<file path="src/rtl/deserializer_pkg.sv">
// Shared definitions for the deserializer: FSM state encoding and counter width helper.
// Counter width matches the serializer's iCounter port: $clog2(MSG_SIZE)+1.
package deserializer_pkg;

    typedef enum logic [1:0] {
        ST_IDLE   = 2'd0,
        ST_SHIFT  = 2'd1,
        ST_PARITY = 2'd2,
        ST_FULL   = 2'd3
    } deser_state_e;

    function automatic int unsigned cnt_w(input int unsigned msg_size);
        return $clog2(msg_size) + 1;
    endfunction

endpackage

</file>
<file path="src/rtl/deserializer_bit_counter.sv">
// Saturating up-counter with synchronous clear and block enable.
// Holds at MAX; never wraps.
module bit_counter #(
    parameter int unsigned WIDTH = 4,
    parameter int unsigned MAX   = 8
) (
    input  logic             clk,
    input  logic             rst_n,
    input  logic             ena,
    input  logic             clear,
    input  logic             inc,
    output logic [WIDTH-1:0] count
);

    localparam logic [WIDTH-1:0] MAX_V = WIDTH'(MAX);

    always_ff @(posedge clk or negedge rst_n) begin
        if (!rst_n) begin
            count <= '0;
        end else if (ena) begin
            if (clear) begin
                count <= '0;
            end else if (inc && (count != MAX_V)) begin
                count <= count + 1'b1;
            end
        end
    end

endmodule

</file>
<file path="src/rtl/deserializer.sv">
// MSB-first serial-to-parallel word assembler feeding the serializer (oData_out / oCounter).
// Optional even-parity check bit after each word when DESER_PARITY_EN is defined.
module deserializer
    import deserializer_pkg::*;
#(
    parameter  int unsigned MSG_SIZE = 64,
    localparam int unsigned CNT_W    = cnt_w(MSG_SIZE)
) (
    input  logic                clk,
    input  logic                rst_n,
    input  logic                ena,
    input  logic                iData_bit,
    input  logic                iData_valid,
    input  logic                iClear,
    output logic [MSG_SIZE-1:0] oData_out,
    output logic [CNT_W-1:0]    oCounter,
    output logic                oFull,
`ifdef DESER_PARITY_EN
    output logic                oParity_err,
`endif
    output logic                oOverrun
);

    localparam logic [CNT_W-1:0] CNT_LAST = CNT_W'(MSG_SIZE - 1);

    deser_state_e state, state_next;

    logic at_last;
    logic cnt_inc;

    assign at_last = (oCounter == CNT_LAST);

    always_ff @(posedge clk or negedge rst_n) begin
        if (!rst_n) begin
            state <= ST_IDLE;
        end else if (ena) begin
            state <= state_next;
        end
    end

    always_comb begin
        state_next = state;
        if (iClear) begin
            state_next = ST_IDLE;
        end else if (iData_valid) begin
            case (state)
                ST_IDLE:   state_next = ST_SHIFT;
`ifdef DESER_PARITY_EN
                ST_SHIFT:  if (at_last) state_next = ST_PARITY;
                ST_PARITY: state_next = ST_FULL;
`else
                ST_SHIFT:  if (at_last) state_next = ST_FULL;
`endif
                default:   state_next = state;
            endcase
        end
    end

    always_comb begin
        oFull = (state == ST_FULL);
    end

    // With parity the last data bit leaves the count at MSG_SIZE-1; the parity bit completes it.
    always_comb begin
        cnt_inc = 1'b0;
        if (!iClear && iData_valid) begin
            case (state)
                ST_IDLE:   cnt_inc = 1'b1;
`ifdef DESER_PARITY_EN
                ST_SHIFT:  cnt_inc = !at_last;
                ST_PARITY: cnt_inc = 1'b1;
`else
                ST_SHIFT:  cnt_inc = 1'b1;
`endif
                default:   cnt_inc = 1'b0;
            endcase
        end
    end

    bit_counter #(
        .WIDTH (CNT_W),
        .MAX   (MSG_SIZE)
    ) u_bit_counter (
        .clk   (clk),
        .rst_n (rst_n),
        .ena   (ena),
        .clear (iClear),
        .inc   (cnt_inc),
        .count (oCounter)
    );

    always_ff @(posedge clk or negedge rst_n) begin
        if (!rst_n) begin
            oData_out <= '0;
        end else if (ena) begin
            if (iClear) begin
                oData_out <= '0;
            end else if (iData_valid && (state == ST_IDLE || state == ST_SHIFT)) begin
                oData_out <= {oData_out[MSG_SIZE-2:0], iData_bit};
            end
        end
    end

    always_ff @(posedge clk or negedge rst_n) begin
        if (!rst_n) begin
            oOverrun <= 1'b0;
        end else if (ena) begin
            if (iClear) begin
                oOverrun <= 1'b0;
            end else if (iData_valid && state == ST_FULL) begin
                oOverrun <= 1'b1;
            end
        end
    end

`ifdef DESER_PARITY_EN
    always_ff @(posedge clk or negedge rst_n) begin
        if (!rst_n) begin
            oParity_err <= 1'b0;
        end else if (ena) begin
            if (iClear) begin
                oParity_err <= 1'b0;
            end else if (iData_valid && state == ST_PARITY) begin
                oParity_err <= ^{oData_out, iData_bit};
            end
        end
    end
`endif

endmodule
</file>
<file path="config.mk">
export PLATFORM = sky130hd
export DESIGN_NAME = deserializer
export DESIGN_NICKNAME = d
export VERILOG_FILES = /design/src/rtl/deserializer_pkg.sv /design/src/rtl/deserializer_bit_counter.sv /design/src/rtl/deserializer.sv
export SDC_FILE = /design/constraint.sdc
export NUM_CORES = 1
export LEC_CHECK = 0
export CAP_MARGIN = 20
export CORE_MARGIN = 1.5
export CORE_UTILIZATION = 45
export DETAILED_ROUTE_END_ITERATION = 10
export HOLD_SLACK_MARGIN = 0.02
export PLACE_DENSITY_LB_ADDON = 0.3
export SLEW_MARGIN = 0
export SYNTH_ARGS = -nofsm -noshare
export SYNTH_HDL_FRONTEND = slang
export SYNTH_SLANG_ARGS = --single-unit
</file>
<file path="constraint.sdc">
create_clock -name clk -period 3.2 [get_ports clk]
set_clock_uncertainty 0.15 [all_clocks]
set_input_delay 0.64 -clock clk [delete_from_list [all_inputs] [get_ports clk]]
set_output_delay 0.64 -clock clk [all_outputs]
set_load 0.03 [all_outputs]
</file>
; Yosys cells after proc, flatten, opt, wreduce, memory -nomap -nowiden
; Index checks and enable logic that the tools add are counted.
; W data, S select, Z words.
[totals]
ff_bits = 74
in_bits = 6
out_inout_bits = 73
word_cells = 39
[op_classes]
addsub = 1
eq_ne = 5
muxes = 12
reduce_logical = 17
[op_table]
columns = cell, n
row1 = $mux W64, 2
row2 = $mux W7, 2
row3 = $reduce_bool A2 Y1, 4
row4 = $add A7 B1 Y7 const B, 1
row5 = $eq A7 B6 Y1 const B, 1
row6 = $ne A7 B7 Y1 const B, 1
row7 = $mux W2, 3
row8 = $reduce_and A2 Y1, 3
row9 = $logic_and A1 B1 Y1, 4
row10 = $mux W1, 4
row11 = $pmux W2 S2, 1
row12 = $reduce_and A4 Y1, 1
row13 = $ne A3 B3 Y1 const B, 1
row14 = $reduce_bool A3 Y1, 1
row15 = $eq A2 B1 Y1 const B, 1
row16 = $eq A2 B2 Y1 const B, 1
row17 = $logic_not A2 Y1, 1
row18 = $reduce_or A2 Y1, 1
row19 = $logic_not A1 Y1, 1
row20 = $logic_or A1 B1 Y1, 1

; Logic depth before layout (Yosys ltp)
[depth]
ltp_word = 7
depth_mapped = 6

; Modules after synthesis
; From an unflattened synthesis, not the netlist that was laid out.
[hier_totals]
hier_cells = 209
area_unflattened_um2 = 3035.4
[modules_own_cells]
columns = module, instances, cells_per_inst, area_each_um2, seq_area_each_um2
row1 = deserializer, 1, 159, 2575.0, 1676.6
row2 = bit_counter, 1, 50, 460.4, 175.2

; Worst setup path after synthesis
; Ideal clock, no wire load.
[synth_timing]
kind = register to register
from = register u_bit_counter.count[2]
to = register u_bit_counter.count[1]
arrival_time_ps = 1748
setup_slack_ps = 1215
path_stages_with_launch = 5
path_buffers = 1
period_less_slack_ps = 1985
path_cell_list = dfrtp_1 > buf_6 > or4_4 > or4_1 > o211ai_1
[synth_via]
elab_chain_len = 4
[synth_lines]
columns = item, line
row1 = start: declaration, deserializer_bit_counter.sv:12  ; output logic [WIDTH-1:0] count
row2 = start signal: assignment, deserializer_bit_counter.sv:24  ; count <= count + 1'b1;
row3 = $ne A7 B7 Y1, deserializer_bit_counter.sv:23  ; end else if (inc && (count != MAX_V)) begin
row4 = $logic_and A1 B1 Y1, deserializer_bit_counter.sv:23
row5 = $reduce_bool A2 Y1 (no line), --
row6 = $reduce_and A2 Y1 (no line), --
; Every way passes these cells.
; A chain may end at the register's enable or synchronous reset.

; Worst setup path in the final report
[layout_timing]
from = register state[1]
to = output oFull
[layout_via]
elab_chain_len = 1
[layout_lines]
columns = item, line
row1 = start: declaration, deserializer.sv:26  ; deser_state_e state, state_next;
row2 = start signal: assignment, deserializer.sv:37  ; state <= state_next;
row3 = $eq A2 B2 Y1, deserializer.sv:60  ; oFull = (state == ST_FULL);
row4 = end: declaration, deserializer.sv:17  ; output logic oFull,
; Every way passes these cells.

==> PnR_summary.wiki <==
{| class="wikitable"
! Metric !! Value
|-
| Place WS || 512 ps
|-
| Peak fanout along the critical path || 7
|-
| Final standard cell count with taps included and fillers excluded || 365
|-
| Fin crit share || 0.774
|-
| Synth top area cells || sky130_fd_sc_hd__dfrtp_1, sky130_fd_sc_hd__a22o_1, sky130_fd_sc_hd__clkbuf_1, sky130_fd_sc_hd__nand2_1, sky130_fd_sc_hd__ha_1
|-
| Share of layout cells above drive strength 1 || 0.0828
|-
| First-pass detailed-route iteration total || 4
|-
| Hold-fix buffer count after cts || 0
|-
| # nets final || 293
|-
| Cell taking the most area after synthesis || sky130_fd_sc_hd__dfrtp_1
|-
| Die area || around 6800 µm²
|-
| Half-perimeter wire length after detailed placement || a little over 4000 µm
|-
| Worst reg-to-reg setup slack || 1270 ps
|-
| Total standard cell area after synthesis || approximately 2800 µm²
|-
| Worst setup EP type || output port
|-
| Total CTS buffers || 9
|-
| Routability congestion estimate from global placement || 0.820
|-
| Starting DRT DRC Count || 125
|-
| Final setup TNS || 0 ps
|-
| Count of maximum capacitance violations || 0
|-
| Number of ports placed on the die boundary || 79
|-
| Post-detailed-routing wire length || about 6300 µm
|-
| Sinks on Clock Net || 74
|-
| Area share of the largest cell type after synthesis || 0.655
|-
| Worst slew pin tran || between 800 and 900 ps
|-
| Path depth of the worst reg2reg path || 4
|-
| Classification of the worst-slack hold path || in2async
|-
| Instance area at placement || 3710 µm²
|-
| Buffers inserted by post-CTS timing repair || 0
|-
| Sum of overflow across all layers after global routing || 0
|-
| Count of buffer and inverter cells on the critical path || 1
|-
| Die X-Extent || between 80 and 90 µm
|-
| EDFF count, synth || 0
|-
| Residual antenna-violating net count after detailed routing || 0
|-
| Tightest slew margin relative to the limit || 0.450
|-
| Synth Register Bits || 74
|-
| Power density over cell area || 496 nW/µm²
|-
| Number of global-route vias before repair || between 1.5k and 2k
|-
| I/O Buffers || 78
|-
| Dominant register cell in the synthesized netlist || sky130_fd_sc_hd__dfrtp_1
|-
| Clock H-tree levels || 3
|-
| Number of vias per cell || 5.78
|-
| Detail Route met3 WL || around 380 µm
|-
| Starting Density || 0.472
|-
| Dominant cell by count in the synthesized netlist || sky130_fd_sc_hd__dfrtp_1
|-
| Cell family contributing the most delay on the critical path || buffers and inverters
|-
| Uppermost layer routed || met4
|-
| Average footprint of a synthesized cell || 13.6 µm²
|-
| Wire length of the first global-routing pass || 10,200 µm
|-
| Largest incremental delay on the critical path || 670 ps
|-
| Maximum number of pins on one net before global-route repair || 40
|-
| Root buffer cell || sky130_fd_sc_hd__clkbuf_8
|-
| Height of the die || 82.3 µm
|-
| Setup repair after global routing missed its margin || false
|-
| Core area || 5990 µm²
|-
| Syn_nets || 216
|-
| Required @ worst endpoint || roughly 2400 ps
|-
| Cell Chain, Critical Path || and2_1 -> clkdlybuf4s50_1
|-
| Number of resized instances in the post-cts repair step || 0
|-
| Routed metal-1 wire length || a little under 3000 µm
|-
| Endpoint of the most critical register-to-register path || oData_out[49]
|-
| Max-slew violation count || 0
|-
| All-Layer GR Usage || 0.204
|-
| Final critical-path setup slack || approximately 720 ps
|-
| Number of antenna violations at the first check in global routing || 0
|-
| Leakage Power || 0.00178 µW
|-
| Crit path arrival time || 1690 ps
|-
| Final instance area || around 3900 µm²
|-
| Synth warnings || 0
|-
| Seq/Total Area, Yosys || 0.655
|-
| Most common library cells after synthesis || sky130_fd_sc_hd__dfrtp_1, sky130_fd_sc_hd__a22o_1, sky130_fd_sc_hd__clkbuf_1
|-
| Placed insts || 349
|-
| Count of unresolved DRC violations after routing || 0
|-
| Count of final hold-check violations || 0
|-
| Status || finished clean
|-
| Clock tree from TritonCTS || built
|-
| Cell depth of the worst setup path || 2
|-
| Crit Reg-Reg Startpoint || state[1]
|-
| Maximum operating frequency || 0.404 GHz
|-
| Maximum vdd drop || roughly 0.24 mV
|-
| Routed length per placed instance || 17.3 µm
|-
| Clock Pin Slew Worst Setup and Hold Paths || 70 ps
|-
| Count of vias placed by the detailed router || 2,109
|-
| Number of diodes added for antenna fixing || 0
|-
| Count of standard-cell rows || 28
|-
| Insertion delay of the later-clocked pin in the worst-skew pair || between 300 and 400 ps
|-
| Worst Path Class, Setup || reg2out
|-
| Category of the worst setup path launch point || register
|-
| Wire length on met2 || 2880 µm
|-
| Total setup violations reported at the end of the flow || 0
|-
| Slowest stage cell, crit path || sky130_fd_sc_hd__clkdlybuf4s50_1
|-
| Max clock buf depth || 2
|-
| Cell count after synthesis || 208
|-
| Area Overhead vs Synth || 39.5%
|-
| Proportion of synthesized flip-flops having asynchronous set or reset || 1.00
|-
| Yosys cell types || 34
|-
| Clock period minus final worst setup slack || 2480 ps
|}
power breakdown:
part	switching, µW	internal, µW
Combinational	92.9	50.3
Sequential	18.8	946
Clock	334	517
worst register-to-register path, cell delays in order (launching register included):
cell,delay [ps]
sky130_fd_sc_hd__dfrtp_1,480
sky130_fd_sc_hd__nor2b_1,130
sky130_fd_sc_hd__o21ai_4,640
sky130_fd_sc_hd__buf_12,280
sky130_fd_sc_hd__a22o_1,180
cell usage in the layout, fill, tap and decap left out, drive strengths merged, types with 2 or more instances in the layout:
cell type	synthesis	layout
o211ai	3	3
buf	4	6
a22o	64	64
nor2	2	2
bufinv	0	3
ha	2	2
mux2i	2	2
nand3	2	2
o21ai	3	3
clkdlybuf4s50	0	77
or4	2	2
a211oi	2	2
nand4	2	2
nand2b	3	3
and3	2	2
nand2	7	7
clkbuf	13	11
a21oi	2	2
dfrtp	74	74
inv	4	4
a31oi	3	3
logic make-up (layout without fill, tap and decap cells):
family / Yosys count / in the layout / share of synthesized area
fa+ha+maj: 2 / 2 / 0.00884
compound gates: 84 / 84 / 0.247
flops: 74 / 74 / 0.655
mux: 2 / 2 / 0.00708
simple gates: 25 / 25 / 0.0504
buf+inv: 21 / 103 / 0.0318
how the worst max path moves through the flow:
| stage | slack [ps] | startpoint | endpoint |
|---|---|---|---|
| after global routing | 670 | state[1] | oFull |
| after floorplan | 1220 | u_bit_counter.count[2] | u_bit_counter.count[1] |
| after global placement | 570 | iData_valid | oData_out[51] |
| after CTS | 710 | state[1] | oFull |
| final | 720 | state[1] | oFull |
| after detailed placement | 510 | iData_valid | oData_out[53] |
stage by stage:
stage | hold WS, ps | util | power (µW)
6_report | 245 | 0.659 | 1960
5_1_grt | 309 | 0.659 | 2030
4_1_cts | 257 | 0.659 | 1980
3_5_place_dp | 345 | 0.620 | 1130
3_3_place_gp | 346 | 0.620 | 1120
2_1_floorplan | 194 | - | 1060
flip-flops by register name, summed over array words and instances, names as in the netlist:
| name | cells |
|---|---|
| state | 2 |
| u_bit_counter.count | 7 |
| oOverrun | 1 |
| oData_out | 64 |
layer usage:
metal	vias up	track usage
li1	956	-
met1	1073	0.291
met2	72	0.288
met3	8	0.0681
met4	0	0.0763
met5	-	0
layout make-up:
cell class / instances / area [µm²]
repair buffers: 83 / 838
flip-flops and latches: 74 / 1850
well taps: 75 / 93.8
multi-input cells: 113 / 913
clock inverters: 5 / 103
inverters: 4 / 15.0
clock buffers: 11 / 131
fillers: 448 / 2040
(Power assumes the default switching activity.)
